### src/rtl/systolic_2x2_sequencer_if.sv
// Job, array and result signals shared between the 2x2 systolic sequencer and its environment.
// master = sequencer side, slave = job source / array / result consumer side.
interface systolic_2x2_sequencer_if #(
  parameter int DATA_WIDTH = 4,
  parameter int ACC_WIDTH  = 9
);
  logic                    job_valid;
  logic                    job_ready;
  logic [4*DATA_WIDTH-1:0] job_a;
  logic [4*DATA_WIDTH-1:0] job_b;
  logic                    arr_in_valid;
  logic [DATA_WIDTH-1:0]   arr_a00, arr_a01, arr_a10, arr_a11;
  logic [DATA_WIDTH-1:0]   arr_b00, arr_b01, arr_b10, arr_b11;
  logic [ACC_WIDTH-1:0]    arr_c00, arr_c01, arr_c10, arr_c11;
  logic                    res_valid;
  logic                    res_ready;
  logic [4*ACC_WIDTH-1:0]  res_c;
  logic                    busy;

  modport master (
    input  job_valid, job_a, job_b, arr_c00, arr_c01, arr_c10, arr_c11, res_ready,
    output job_ready, arr_in_valid, arr_a00, arr_a01, arr_a10, arr_a11,
           arr_b00, arr_b01, arr_b10, arr_b11, res_valid, res_c, busy
  );

  modport slave (
    output job_valid, job_a, job_b, arr_c00, arr_c01, arr_c10, arr_c11, res_ready,
    input  job_ready, arr_in_valid, arr_a00, arr_a01, arr_a10, arr_a11,
           arr_b00, arr_b01, arr_b10, arr_b11, res_valid, res_c, busy
  );
endinterface

### src/rtl/systolic_2x2_sequencer.sv
// Job-level sequencer for a 2x2 systolic array: skewed operand schedule, fixed-latency
// result capture into a FWFT FIFO, and credit-gated issue so no result is ever dropped.
module systolic_2x2_sequencer #(
  parameter int DATA_WIDTH = 4,
  parameter int ACC_WIDTH  = 9,
  parameter int OUT_DEPTH  = 4,
  parameter int CAP_LAT    = 6
) (
  input logic                      clk,
  input logic                      rst,
  systolic_2x2_sequencer_if.master bus
);
  localparam int DW = DATA_WIDTH;
  localparam int RW = 4 * ACC_WIDTH;
  localparam int CW = $clog2(OUT_DEPTH + 1);
  localparam int PW = $clog2(OUT_DEPTH);
  localparam logic [CW-1:0] CRED_MAX = CW'(OUT_DEPTH);
  localparam logic [PW-1:0] PTR_LAST = PW'(OUT_DEPTH - 1);

  logic            r_job_ready;
  logic [CW-1:0]   r_credits;
  logic [CAP_LAT:0] r_slot;  // bit k set: some job is in slot S_k this cycle
  logic [DW-1:0]   r_b00_d, r_b10_d;
  logic [DW-1:0]   r_b11_d [2];
  logic [DW-1:0]   r_a00_d [2];
  logic [DW-1:0]   r_a01_d [3];
  logic [DW-1:0]   r_a10_d [3];
  logic [DW-1:0]   r_a11_d [4];
  logic            r_in_valid;
  logic [DW-1:0]   r_arr_a00, r_arr_a01, r_arr_a10, r_arr_a11;
  logic [DW-1:0]   r_arr_b00, r_arr_b01, r_arr_b10, r_arr_b11;
  logic [RW-1:0]   r_mem [OUT_DEPTH];
  logic [PW-1:0]   r_wr_ptr, r_rd_ptr;
  logic [CW-1:0]   r_count;
  logic [RW-1:0]   r_res_c;

  logic            w_accept, w_pop, w_capture, w_res_valid;
  logic [CW-1:0]   w_credits_nxt, w_count_nxt;
  logic [PW-1:0]   w_rd_nxt, w_wr_nxt;
  logic [RW-1:0]   w_cap_data;

  assign w_res_valid = (r_count != '0);
  assign w_accept    = bus.job_valid && r_job_ready;
  assign w_pop       = w_res_valid && bus.res_ready;
  assign w_capture   = r_slot[CAP_LAT];
  assign w_cap_data  = {bus.arr_c11, bus.arr_c10, bus.arr_c01, bus.arr_c00};
  assign w_rd_nxt    = (r_rd_ptr == PTR_LAST) ? '0 : r_rd_ptr + PW'(1);
  assign w_wr_nxt    = (r_wr_ptr == PTR_LAST) ? '0 : r_wr_ptr + PW'(1);

  always_comb begin
    w_credits_nxt = r_credits;
    if (w_accept && !w_pop)      w_credits_nxt = r_credits - CW'(1);
    else if (!w_accept && w_pop) w_credits_nxt = r_credits + CW'(1);
    w_count_nxt = r_count;
    if (w_capture && !w_pop)      w_count_nxt = r_count + CW'(1);
    else if (!w_capture && w_pop) w_count_nxt = r_count - CW'(1);
  end

  always_ff @(posedge clk) begin
    if (rst) begin
      r_job_ready <= 1'b0;
      r_credits   <= CRED_MAX;
      r_slot      <= '0;
      r_b00_d     <= '0;
      r_b10_d     <= '0;
      for (int k = 0; k < 2; k++) begin
        r_b11_d[k] <= '0;
        r_a00_d[k] <= '0;
      end
      for (int k = 0; k < 3; k++) begin
        r_a01_d[k] <= '0;
        r_a10_d[k] <= '0;
      end
      for (int k = 0; k < 4; k++) r_a11_d[k] <= '0;
      r_in_valid <= 1'b0;
      r_arr_a00  <= '0;
      r_arr_a01  <= '0;
      r_arr_a10  <= '0;
      r_arr_a11  <= '0;
      r_arr_b00  <= '0;
      r_arr_b01  <= '0;
      r_arr_b10  <= '0;
      r_arr_b11  <= '0;
      r_wr_ptr   <= '0;
      r_rd_ptr   <= '0;
      r_count    <= '0;
      r_res_c    <= '0;
    end else begin
      // Registered ready also enforces the 2-cycle minimum job spacing.
      r_job_ready <= (w_credits_nxt != '0) && !w_accept;
      r_credits   <= w_credits_nxt;
      r_slot      <= {r_slot[CAP_LAT-1:0], w_accept};

      r_b00_d    <= w_accept ? bus.job_b[0*DW +: DW] : '0;
      r_b10_d    <= w_accept ? bus.job_b[2*DW +: DW] : '0;
      r_b11_d[0] <= w_accept ? bus.job_b[3*DW +: DW] : '0;
      r_b11_d[1] <= r_b11_d[0];
      r_a00_d[0] <= w_accept ? bus.job_a[0*DW +: DW] : '0;
      r_a00_d[1] <= r_a00_d[0];
      r_a01_d[0] <= w_accept ? bus.job_a[1*DW +: DW] : '0;
      r_a10_d[0] <= w_accept ? bus.job_a[2*DW +: DW] : '0;
      r_a11_d[0] <= w_accept ? bus.job_a[3*DW +: DW] : '0;
      for (int k = 1; k < 3; k++) begin
        r_a01_d[k] <= r_a01_d[k-1];
        r_a10_d[k] <= r_a10_d[k-1];
      end
      for (int k = 1; k < 4; k++) r_a11_d[k] <= r_a11_d[k-1];

      // Delay lines are zero outside a job's slots, so overlapping jobs never collide.
      r_arr_b01  <= w_accept ? bus.job_b[1*DW +: DW] : '0;
      r_arr_b00  <= r_b00_d;
      r_arr_b10  <= r_b10_d;
      r_arr_b11  <= r_b11_d[1];
      r_arr_a00  <= r_a00_d[1];
      r_arr_a01  <= r_a01_d[2];
      r_arr_a10  <= r_a10_d[2];
      r_arr_a11  <= r_a11_d[3];
      r_in_valid <= |r_slot[4:1];

      if (w_capture) r_wr_ptr <= w_wr_nxt;
      if (w_pop)     r_rd_ptr <= w_rd_nxt;
      r_count <= w_count_nxt;
      // Head register: holds its last value when the FIFO drains.
      if (w_capture && ((r_count == '0) || ((r_count == CW'(1)) && w_pop)))
        r_res_c <= w_cap_data;
      else if (w_pop && (r_count > CW'(1)))
        r_res_c <= r_mem[w_rd_nxt];
    end
  end

  always_ff @(posedge clk) begin
    if (w_capture) r_mem[r_wr_ptr] <= w_cap_data;
  end

  assign bus.job_ready    = r_job_ready;
  assign bus.arr_in_valid = r_in_valid;
  assign bus.arr_a00      = r_arr_a00;
  assign bus.arr_a01      = r_arr_a01;
  assign bus.arr_a10      = r_arr_a10;
  assign bus.arr_a11      = r_arr_a11;
  assign bus.arr_b00      = r_arr_b00;
  assign bus.arr_b01      = r_arr_b01;
  assign bus.arr_b10      = r_arr_b10;
  assign bus.arr_b11      = r_arr_b11;
  assign bus.res_valid    = w_res_valid;
  assign bus.res_c        = r_res_c;
  assign bus.busy         = (|r_slot) || w_res_valid;
endmodule

### src/flat_wrapper.sv
// flat-port wrapper written by rule: the top's interface ports become plain ports
module systolic_2x2_sequencer_flat 
#(
  parameter int DATA_WIDTH = 4,
  parameter int ACC_WIDTH  = 9,
  parameter int OUT_DEPTH  = 4,
  parameter int CAP_LAT    = 6
)
  (clk, rst, bus_job_valid, bus_job_a, bus_job_b, bus_arr_c00, bus_arr_c01, bus_arr_c10, bus_arr_c11, bus_res_ready, bus_job_ready, bus_arr_in_valid, bus_arr_a00, bus_arr_a01, bus_arr_a10, bus_arr_a11, bus_arr_b00, bus_arr_b01, bus_arr_b10, bus_arr_b11, bus_res_valid, bus_res_c, bus_busy);
  systolic_2x2_sequencer_if #(.DATA_WIDTH(DATA_WIDTH), .ACC_WIDTH(ACC_WIDTH)) bus_i ();
  input logic clk;
  input logic rst;
  input wire logic [$bits(bus_i.job_valid)-1:0] bus_job_valid;
  input wire logic [$bits(bus_i.job_a)-1:0] bus_job_a;
  input wire logic [$bits(bus_i.job_b)-1:0] bus_job_b;
  input wire logic [$bits(bus_i.arr_c00)-1:0] bus_arr_c00;
  input wire logic [$bits(bus_i.arr_c01)-1:0] bus_arr_c01;
  input wire logic [$bits(bus_i.arr_c10)-1:0] bus_arr_c10;
  input wire logic [$bits(bus_i.arr_c11)-1:0] bus_arr_c11;
  input wire logic [$bits(bus_i.res_ready)-1:0] bus_res_ready;
  output wire logic [$bits(bus_i.job_ready)-1:0] bus_job_ready;
  output wire logic [$bits(bus_i.arr_in_valid)-1:0] bus_arr_in_valid;
  output wire logic [$bits(bus_i.arr_a00)-1:0] bus_arr_a00;
  output wire logic [$bits(bus_i.arr_a01)-1:0] bus_arr_a01;
  output wire logic [$bits(bus_i.arr_a10)-1:0] bus_arr_a10;
  output wire logic [$bits(bus_i.arr_a11)-1:0] bus_arr_a11;
  output wire logic [$bits(bus_i.arr_b00)-1:0] bus_arr_b00;
  output wire logic [$bits(bus_i.arr_b01)-1:0] bus_arr_b01;
  output wire logic [$bits(bus_i.arr_b10)-1:0] bus_arr_b10;
  output wire logic [$bits(bus_i.arr_b11)-1:0] bus_arr_b11;
  output wire logic [$bits(bus_i.res_valid)-1:0] bus_res_valid;
  output wire logic [$bits(bus_i.res_c)-1:0] bus_res_c;
  output wire logic [$bits(bus_i.busy)-1:0] bus_busy;
  assign bus_i.job_valid = bus_job_valid;
  assign bus_i.job_a = bus_job_a;
  assign bus_i.job_b = bus_job_b;
  assign bus_i.arr_c00 = bus_arr_c00;
  assign bus_i.arr_c01 = bus_arr_c01;
  assign bus_i.arr_c10 = bus_arr_c10;
  assign bus_i.arr_c11 = bus_arr_c11;
  assign bus_i.res_ready = bus_res_ready;
  assign bus_job_ready = bus_i.job_ready;
  assign bus_arr_in_valid = bus_i.arr_in_valid;
  assign bus_arr_a00 = bus_i.arr_a00;
  assign bus_arr_a01 = bus_i.arr_a01;
  assign bus_arr_a10 = bus_i.arr_a10;
  assign bus_arr_a11 = bus_i.arr_a11;
  assign bus_arr_b00 = bus_i.arr_b00;
  assign bus_arr_b01 = bus_i.arr_b01;
  assign bus_arr_b10 = bus_i.arr_b10;
  assign bus_arr_b11 = bus_i.arr_b11;
  assign bus_res_valid = bus_i.res_valid;
  assign bus_res_c = bus_i.res_c;
  assign bus_busy = bus_i.busy;
  systolic_2x2_sequencer #(.DATA_WIDTH(DATA_WIDTH), .ACC_WIDTH(ACC_WIDTH), .OUT_DEPTH(OUT_DEPTH), .CAP_LAT(CAP_LAT)) u_core (.clk(clk), .rst(rst), .bus(bus_i));
endmodule
### config.mk
export PLATFORM = sky130hd
export DESIGN_NAME = systolic_2x2_sequencer_flat
export DESIGN_NICKNAME = d
export VERILOG_FILES = /design/src/rtl/systolic_2x2_sequencer_if.sv /design/src/rtl/systolic_2x2_sequencer.sv /design/src/flat_wrapper.sv
export SDC_FILE = /design/constraint.sdc
export NUM_CORES = 1
export LEC_CHECK = 0
export ABC_AREA = 1
export CAP_MARGIN = 15
export CORE_AREA = 2 2 175 177
export DETAILED_ROUTE_END_ITERATION = 10
export DIE_AREA = 0 0 177 179
export PLACE_DENSITY = 0.59
export SLEW_MARGIN = 20
export SYNTH_ARGS = -nofsm -noshare
export SYNTH_HDL_FRONTEND = slang
export SYNTH_SLANG_ARGS = --single-unit
### constraint.sdc
create_clock -name clk -period 1.93 [get_ports clk]
set_clock_uncertainty 0.05 [all_clocks]
set_input_delay 0.386 -clock clk [delete_from_list [all_inputs] [get_ports clk]]
set_output_delay 0.386 -clock clk [all_outputs]
set_load 0.005 [all_outputs]
After elaboration in Yosys (flattened, before gate mapping)

Memories as Yosys holds them, arrays and structs flattened. A register that Yosys moved wholly into a read port is not among the register bits.
Cells that the tools add are included.

Flip-flop bits (word level): 75
Memories kept: 6
Output and inout bits: 72
Memory bits (writable): 200

$lt $le $gt $ge: 1
Equality and inequality tests: 3
Mux-type cells: 32
Bitwise logic cells: 15
Add/sub/neg operators: 6
Reduce and logical (&&, ||, !) cells: 23

Memories:

| memory         | words | bits a word | read ports | clocked after memory_dff | write ports | RTL line                     | RTL |
|---|---|---|---|---|---|---|---|
| u_core.r_mem   | 4     | 36          | 1          | 0                        | 1           | systolic_2x2_sequencer.sv:32 | `logic [RW-1:0] r_mem [OUT_DEPTH];` |
| u_core.r_a11_d | 4     | 4           | 4          | 1                        | 4           | systolic_2x2_sequencer.sv:28 | `logic [DW-1:0] r_a11_d [4];` |
| u_core.r_a01_d | 3     | 4           | 3          | 1                        | 3           | systolic_2x2_sequencer.sv:26 | `logic [DW-1:0] r_a01_d [3];` |
| u_core.r_a10_d | 3     | 4           | 3          | 1                        | 3           | systolic_2x2_sequencer.sv:27 | `logic [DW-1:0] r_a10_d [3];` |
| u_core.r_a00_d | 2     | 4           | 2          | 1                        | 2           | systolic_2x2_sequencer.sv:25 | `logic [DW-1:0] r_a00_d [2];` |
| u_core.r_b11_d | 2     | 4           | 2          | 1                        | 2           | systolic_2x2_sequencer.sv:24 | `logic [DW-1:0] r_b11_d [2];` |

Operators by type and width:

| operator                                           | count |
|---|---|
| two-way mux 4 bit                                  | 19 |
| two-way mux 36 bit                                 | 2 |
| bitwise OR 1 bit                                   | 14 |
| two-way mux 3 bit                                  | 4 |
| logical AND 1 bit                                  | 10 |
| OR reduction 7 bit                                 | 1 |
| adder 3 x 1 -> 3 bit, second input constant        | 2 |
| nonzero test 3 bit                                 | 2 |
| subtractor 3 x 1 -> 3 bit, second input constant   | 2 |
| two-way mux 1 bit                                  | 5 |
| adder 2 x 1 -> 2 bit, second input constant        | 2 |
| == test 2 bit, second input constant               | 2 |
| two-way mux 2 bit                                  | 2 |
| nonzero test 2 bit                                 | 2 |
| OR reduction 4 bit                                 | 1 |
| == test 3 x 1 -> 1 bit, second input constant      | 1 |
| > comparator 3 x 1 -> 1 bit, second input constant | 1 |
| logical NOT 1 bit                                  | 3 |
| logical NOT 3 bit                                  | 1 |
| logical OR 1 bit                                   | 2 |
| OR reduction 2 bit                                 | 1 |
| NOT 1 bit                                          | 1 |

Depth between registers and ports, before layout

Gate-level depths: netlist of run 1.

Depth in word-level cells: 7
Depth in mapped cells: 11

Worst setup path after synthesis of run 1

No wires, ideal clock.

Path type: flip-flop to flip-flop
Start point: register u_core.r_slot[6]
End point: memory u_core.r_mem[3][0] (netlist bit), enable pin
Buffers on the path: 2
Clock period less this slack: 1,925 ps
Stages on the path, launching flop included: 5
Data arrival time: 1,484 ps
Library setup time: 391 ps
Setup slack: 5 ps
Path through: dfxtp_1 -> buf_2 -> buf_2 -> nand2_1 -> inv_1

Longest elaborated chain between the ends: 2

Ends and longest elaborated chain:

| what                                    | RTL line                      | RTL |
|---|---|---|
| from (decl)                             | systolic_2x2_sequencer.sv:22  | `logic [CAP_LAT:0] r_slot;` |
| from (signal assigned)                  | systolic_2x2_sequencer.sv:92  | `r_slot <= {r_slot[CAP_LAT-1:0], w_accept};` |
| two-way mux 1 bit                       | systolic_2x2_sequencer.sv:132 | `if (w_capture) r_mem[r_wr_ptr] <= w_cap_data;` |
| two-way mux 1 bit (implied by the code) | systolic_2x2_sequencer.sv:132 |  |
| to (decl)                               | systolic_2x2_sequencer.sv:32  |  |

No other way between the ends.

Final worst setup path of run 1

Start point: register u_core.r_res_c[17] (netlist: u_core.bus.res_c[17])
End point: output bus_res_c[17]

RTL lines:

| what                   | RTL line                      | RTL |
|---|---|---|
| from (decl)            | systolic_2x2_sequencer.sv:35  | `logic [RW-1:0] r_res_c;` |
| from (signal assigned) | systolic_2x2_sequencer.sv:125 | `r_res_c <= w_cap_data;` |
| from (signal assigned) | systolic_2x2_sequencer.sv:127 | `r_res_c <= r_mem[w_rd_nxt];` |
| to (decl)              | flat_wrapper.sv:32            | `output wire logic [$bits(bus_i.res_c)-1:0] bus_res_c;` |

No word-level cell between the ends.

==> results.toml, run 1 <==
[run_status]
outcome = "completed"

[clocking]
clock-sinks = 295
root_buffer = "clkbuf_16"
cts_tree = "built"
clk_latency_ns = 0.54
clk_path_buf_depth = 3
htree_levels = 1
cts_made_buffers = 31
path_clk_slew_ns = 0.06

[global_route]
grt_pass1_vias = 7229
grt-ovfl-total = 0
grt_usage = 0.151
antenna_found_initial = 2
grt_max_degree = 61
grt_pass1_wl_um = 37900

[setup_path]
critPathLaunchType = "flop"
path_depth = 1
critPathCapture = "bus_res_c[17]"
rr_worst_depth = 12
cp_num_buf_inv = 1
cp.required_ns = 1.49
path_max_fanout = 2
r2r_start = "u_core.r_count[1]$_SDFFE_PP0P_"
crit_chain = "clkdlybuf4s50_1"
cp_slowest_cell = "clkdlybuf4s50_1"
criticalPathCategory = "flop to output port"
slowest_delay_ns = 0.52
worstSetupEndpointType = "output port"
crit_family = "buffers and inverters"
arrival_ns = 1.44
r2r_slack_ns = 0.18
timing.rr.end = "u_core.bus.res_c[17]$_SDFFE_PP0P_"
crit_start = "u_core.bus.res_c[17]$_SDFFE_PP0P_"

[yosys]
yosysMostFrequentCell = "nand2_1"
avgSynthCellArea_um2 = 9.96
synth_seq_cells = 295
yosysSeqAreaShare = 0.679
synth_cells = 1086
synth_top_cell_area_share = 0.400
syn-cell-area_um2 = 10800
synthSimpleGateAreaFrac = 0.179
synthMuxAreaShare = 0
yosys.area_share.adder = 0.0139
synth_xor_area_frac = 0.00243
async_reset_ff_frac = 0
synth_nets = 1170
synth_flop_cell = "dfxtp_1"
synthTopCellsByArea = "edfxtp_1 40%, dfxtp_1 28%, nand2_1 6.9%, nor2_1 6.4%, inv_1 4.2%"
yosysUniqueCellTypes = 25
synth-edff-count = 144
synthTopCellsByCount = "200 x nand2_1, 184 x nor2_1, 151 x dfxtp_1, 144 x edfxtp_1, 121 x inv_1"
synth_compound_area_frac = 0.0561
synth_top_family_by_area = "simple AND/OR/NAND/NOR gates"
yosysWarnings = 0
yosys.area.top_type = "edfxtp_1"

[routing]
first_pass_iters = 5
wirelength_um = 23600
antenna_left = 0
routedWlPerCell_um = 14.1
drtIter0Drc = 485
num_vias = 7561
via_per_inst = 4.52
drc = 0

[hold_path]
holdPathStages = 3
holdCritPathClass = "input port to flop"

[pwr]
p_sw_frac = 0.305
p_clk_frac = 0.325
irDropWorstVdd_mv = 1.09
internal-power_w = 0.0127
p_comb_frac = 0.285
power_frac_seq = 0.389
power.density_nw_per_um2 = 1300
switchingPower_w = 0.00559
p_leak_nw = 5.41

[floorplan]
die_h_um = 179
die_w_um = 177
ios = 144
row_count = 64
coreArea_um2 = 30000
start_util = 0.360
fp.dieArea_um2 = 31700

[layout]
fin_util = 0.468
nets = 1334
synthToLayoutAreaGrowth_pct = 29.9
drive_above_1_share = 0.0926
layout.cells.non_filler = 1671
fill_cells = 2789

[sta]
holdWs_ns = 0.309
tightest_slew_ns = 0.383
period_needed_ns = 1.88
tns_ns = 0
finalSetupViolCount = 0
slew_viol_final = 0
rsz0062_at_grt = "false"
timing.final.hold_violations = 0
final.period_utilization = 0.974
max_freq_mhz = 532
max-slew-margin-rel = 0.745

[placement]
port_buffers = 143
detailed_place_hpwl_um = 14000
gp_congestion = 0.712
dpl.cell_count = 1611

[job]
cap_violations = 0
metrics by stage:
stage / area (µm²) / worst slack [ns] / power (W)
6_report: 14100 / 0.0495 / 0.0183
5_1_grt: 14100 / 0.000909 / 0.0195
4_1_cts: 14000 / -0.0143 / 0.0185
3_5_place_dp: 13000 / -0.0645 / 0.0125
3_3_place_gp: 13000 / -0.0294 / 0.0125
2_1_floorplan: 10800 / 0.00465 / 0.0104
cell families after synthesis:
group,after synthesis
buffers and inverters,180
XOR/XNOR,3
flip-flops,295
AND/OR/NAND/NOR,475
AO/OA/AOI/OAI,121
adder cells (fa/ha/maj),12
power by group through the flow:
stage	sequential [W]	clock (W)	combinational, W
floorplan	0.00724	0	0.00315
global placement	0.00726	0	0.00519
detailed placement	0.00727	0	0.00523
CTS	0.00714	0.00614	0.00525
global route	0.00718	0.00638	0.00591
finish	0.00714	0.00596	0.00523
repair_timing:
action | 4_1_cts | 5_1_grt
gates resized for setup | 15 | 3
hold buffers | 1 | 0
endpoints found under the hold margin | 1 | 0
endpoints found under the setup margin | 4 | 3
pin swaps | 2 | 1
setup buffers | 0 | 1
layout make-up:
class / instances / area (µm²) / area share
Inverter: 124 / 465 / 0.0331
Tap cell: 396 / 495 / 0.0353
Clock inverter: 19 / 175 / 0.0125
Timing Repair Buffer: 187 / 1960 / 0.139
Multi-Input combinational cell: 611 / 2740 / 0.195
Clock buffer: 38 / 866 / 0.0616
Sequential cell: 295 / 7350 / 0.523
Antenna cell: 1 / 2.50 / 0.000178
layer usage:
| metal | GRT usage | vias up | share of wire |
|---|---|---|---|
| li1 | - | 3810 | - |
| met1 | 0.195 | 3516 | 0.45 |
| met2 | 0.248 | 198 | 0.46 |
| met3 | 0.0458 | 35 | 0.082 |
| met4 | 0.0362 | 2 | 0.016 |
| met5 | 0 | - | 0.00042 |
placed cells by master, fill, tap and decap left out, drive strengths merged:
cell | synthesis | routed
nand2 | 205 | 205
nor2 | 185 | 185
dfxtp | 151 | 151
edfxtp | 144 | 144
clkdlybuf4s50 | 0 | 137
inv | 124 | 122
nand3 | 81 | 81
a21oi | 79 | 79
buf | 29 | 45
o21ai | 41 | 41
clkbuf | 27 | 38
clkinv | 0 | 18
ha | 12 | 12
bufinv | 0 | 3
nand4 | 2 | 2
xnor2 | 2 | 2
dlygate4sd2 | 0 | 2
diode | 0 | 1
nor4 | 1 | 1
a31oi | 1 | 1
xor2 | 1 | 1
nor3 | 1 | 1
dlygate4sd3 | 0 | 1
dlymetal6s2s | 0 | 1
clkdlybuf4s15 | 0 | 1
worst min-delay path by stage:
stage	startpoint	end	slack [ns]
final	bus_job_a[6]	u_core.r_a01_d[0][2]$_SDFF_PP0_	0.31
after floorplan	u_core.r_a00_d[1][0]$_SDFF_PP0_	u_core.bus.arr_a00[0]$_SDFF_PP0_	0.34
after detailed placement	u_core.r_b11_d[0][2]$_SDFF_PP0_	u_core.r_b11_d[1][2]$_SDFF_PP0_	0.34
after global routing	bus_job_a[8]	u_core.r_a10_d[0][0]$_SDFF_PP0_	0.30
after global placement	u_core.r_b11_d[0][3]$_SDFF_PP0_	u_core.r_b11_d[1][3]$_SDFF_PP0_	0.34
after CTS	bus_job_b[3]	u_core.r_b00_d[3]$_SDFF_PP0_	0.28
state kept, by name, summed over array words and instances, names as in the netlist, 7 cells and up:
name / count
u_core.r_slot: 7
u_core.r_a00_d: 8
u_core.r_mem: 144
u_core.r_a10_d: 12
u_core.r_b11_d: 8
u_core.r_a11_d: 16
u_core.bus.res_c: 36
u_core.r_a01_d: 12
(Power assumes the default switching activity.)
==> run 2: changes to the inputs <==
--- a/config.mk
+++ b/config.mk
@@ -6,7 +6,6 @@
 export NUM_CORES = 1
 export LEC_CHECK = 0
 export ABC_AREA = 1
-export CAP_MARGIN = 15
 export CORE_AREA = 2 2 175 177
 export DETAILED_ROUTE_END_ITERATION = 10
 export DIE_AREA = 0 0 177 179
==> results of run 2 <==
The final DEF is identical to that of run 1; final timing and power are the same.
==> run 3: changes to the inputs <==
--- a/config.mk
+++ b/config.mk
@@ -10,6 +10,7 @@
 export DETAILED_ROUTE_END_ITERATION = 10
 export DIE_AREA = 0 0 177 179
 export PLACE_DENSITY = 0.59
+export RECOVER_POWER = 25
 export SLEW_MARGIN = 20
 export SYNTH_ARGS = -nofsm -noshare
 export SYNTH_HDL_FRONTEND = slang
==> results.toml, run 3 (same netlist as run 1, synthesis figures left out) <==
[run_status]
outcome = "completed"

[pwr]
p_leak_nw = 5.42
power.density_nw_per_um2 = 1300
irDropWorstVdd_mv = 1.09
power_w = 0.0183

[routing]
routedWlPerCell_um = 14.1
via_per_inst = 4.52
drtIter0Drc = 494
num_vias = 7560
wirelength_um = 23600
antenna_left = 0
first_pass_iters = 4
drc = 0

[floorplan]
ios = 144
fp.dieArea_um2 = 31700
die_w_um = 177
coreArea_um2 = 30000
row_count = 64
start_util = 0.360
die_h_um = 179

[clocking]
path_clk_slew_ns = 0.06
clk_latency_ns = 0.55
cts_made_buffers = 31
clk_path_buf_depth = 3
clock-sinks = 295
cts_tree = "built"
htree_levels = 1
root_buffer = "clkbuf_16"

[global_route]
grt_max_degree = 61
grt-ovfl-total = 0
antenna_found_initial = 2
grt_usage = 0.151
grt_pass1_vias = 7229
grt_pass1_wl_um = 37900

[setup_path]
cp_slowest_cell = "clkdlybuf4s50_1"
critPathLaunchType = "flop"
cp.required_ns = 1.49
path_max_fanout = 2
cp_num_buf_inv = 1
arrival_ns = 1.44
crit_chain = "clkdlybuf4s50_1"
slowest_delay_ns = 0.52
criticalPathCategory = "flop to output port"
worstSetupEndpointType = "output port"
crit_family = "buffers and inverters"

[sta]
period_needed_ns = 1.87
max_freq_mhz = 534
tns_ns = 0
slew_viol_final = 0
max-slew-margin-rel = 0.745
tightest_slew_ns = 0.383
rsz0062_at_grt = "false"
timing.final.hold_violations = 0
final.period_utilization = 0.971
worst_slack_ns = 0.0561
finalSetupViolCount = 0

[layout]
nets = 1334
mostFrequentLayoutCell = "nand2_1"
seqCellArea_um2 = 7350
final_cell_mix = "200 x nand2_1, 184 x nor2_1, 148 x dfxtp_1, 144 x edfxtp_1, 114 x inv_1"
drive_above_1_share = 0.0926
largest_reg_flops = 144
fill_cells = 2789
synthToLayoutAreaGrowth_pct = 29.9
fin_util = 0.468
multi_input_area_um2 = 2740
regMostFlops = "u_core.r_mem"

[placement]
port_buffers = 143
detailed_place_hpwl_um = 14000
post-place-ws_ns = -0.0645
gp_congestion = 0.712

[job]
cap_violations = 0

[hold_path]
holdCritPathClass = "input port to flop"
[run 3: final cells by class]
cell class / count / share of cell area
clock inverters: 19 / 0.0125
repair buffers: 187 / 0.139
flip-flops and latches: 295 / 0.523
diodes: 1 / 0.000178
multi-input cells: 611 / 0.195
well taps: 396 / 0.0353
inverters: 124 / 0.0331
clock buffers: 38 / 0.0616
[run 3: worst paths after layout]
path	startpoint	endpoint	slack (ns)	cells after the start
worst min-delay path	bus_job_a[6]	u_core.r_a01_d[0][2]$_SDFF_PP0_	0.31	3
worst min register to register	u_core.r_a10_d[1][3]$_SDFF_PP0_	u_core.r_a10_d[2][3]$_SDFF_PP0_	0.35	2
worst max-delay path	u_core.bus.res_c[17]$_SDFFE_PP0P_	bus_res_c[17]	0.06	1
worst max register to register	u_core.r_count[1]$_SDFFE_PP0P_	u_core.bus.res_c[17]$_SDFFE_PP0P_	0.18	12
[run 3: metal layers]
metal	wire length [µm]	up-vias	track usage
met5	12	-	0
met4	380	2	0.0362
met3	1940	35	0.0458
met2	10700	206	0.248
met1	10500	3508	0.195
li1	-	3809	-
[run 3: repair_timing]
action,in CTS,in global routing
buffers inserted,0,1
gates resized for setup,15,3
pin swaps,2,1
setup endpoints to repair,4,3
endpoints found under the hold margin,1,0
hold buffers,1,0
[run 3: report_power, final]
part           internal [W]  total, W  switching [W]
Sequential          0.00693   0.00714       0.000208
Combinational       0.00221   0.00522        0.00300
Clock               0.00358   0.00597        0.00238
[run 3: through the flow]
step           instance area, µm²  hold WS (ns)  cells
2_1_floorplan               10800         0.338   1086
3_3_place_gp                13000         0.339   1611
3_5_place_dp                13000         0.342   1611
4_1_cts                     14000         0.281   1669
5_1_grt                     14100         0.300   1670
6_report                    14100         0.309   1671
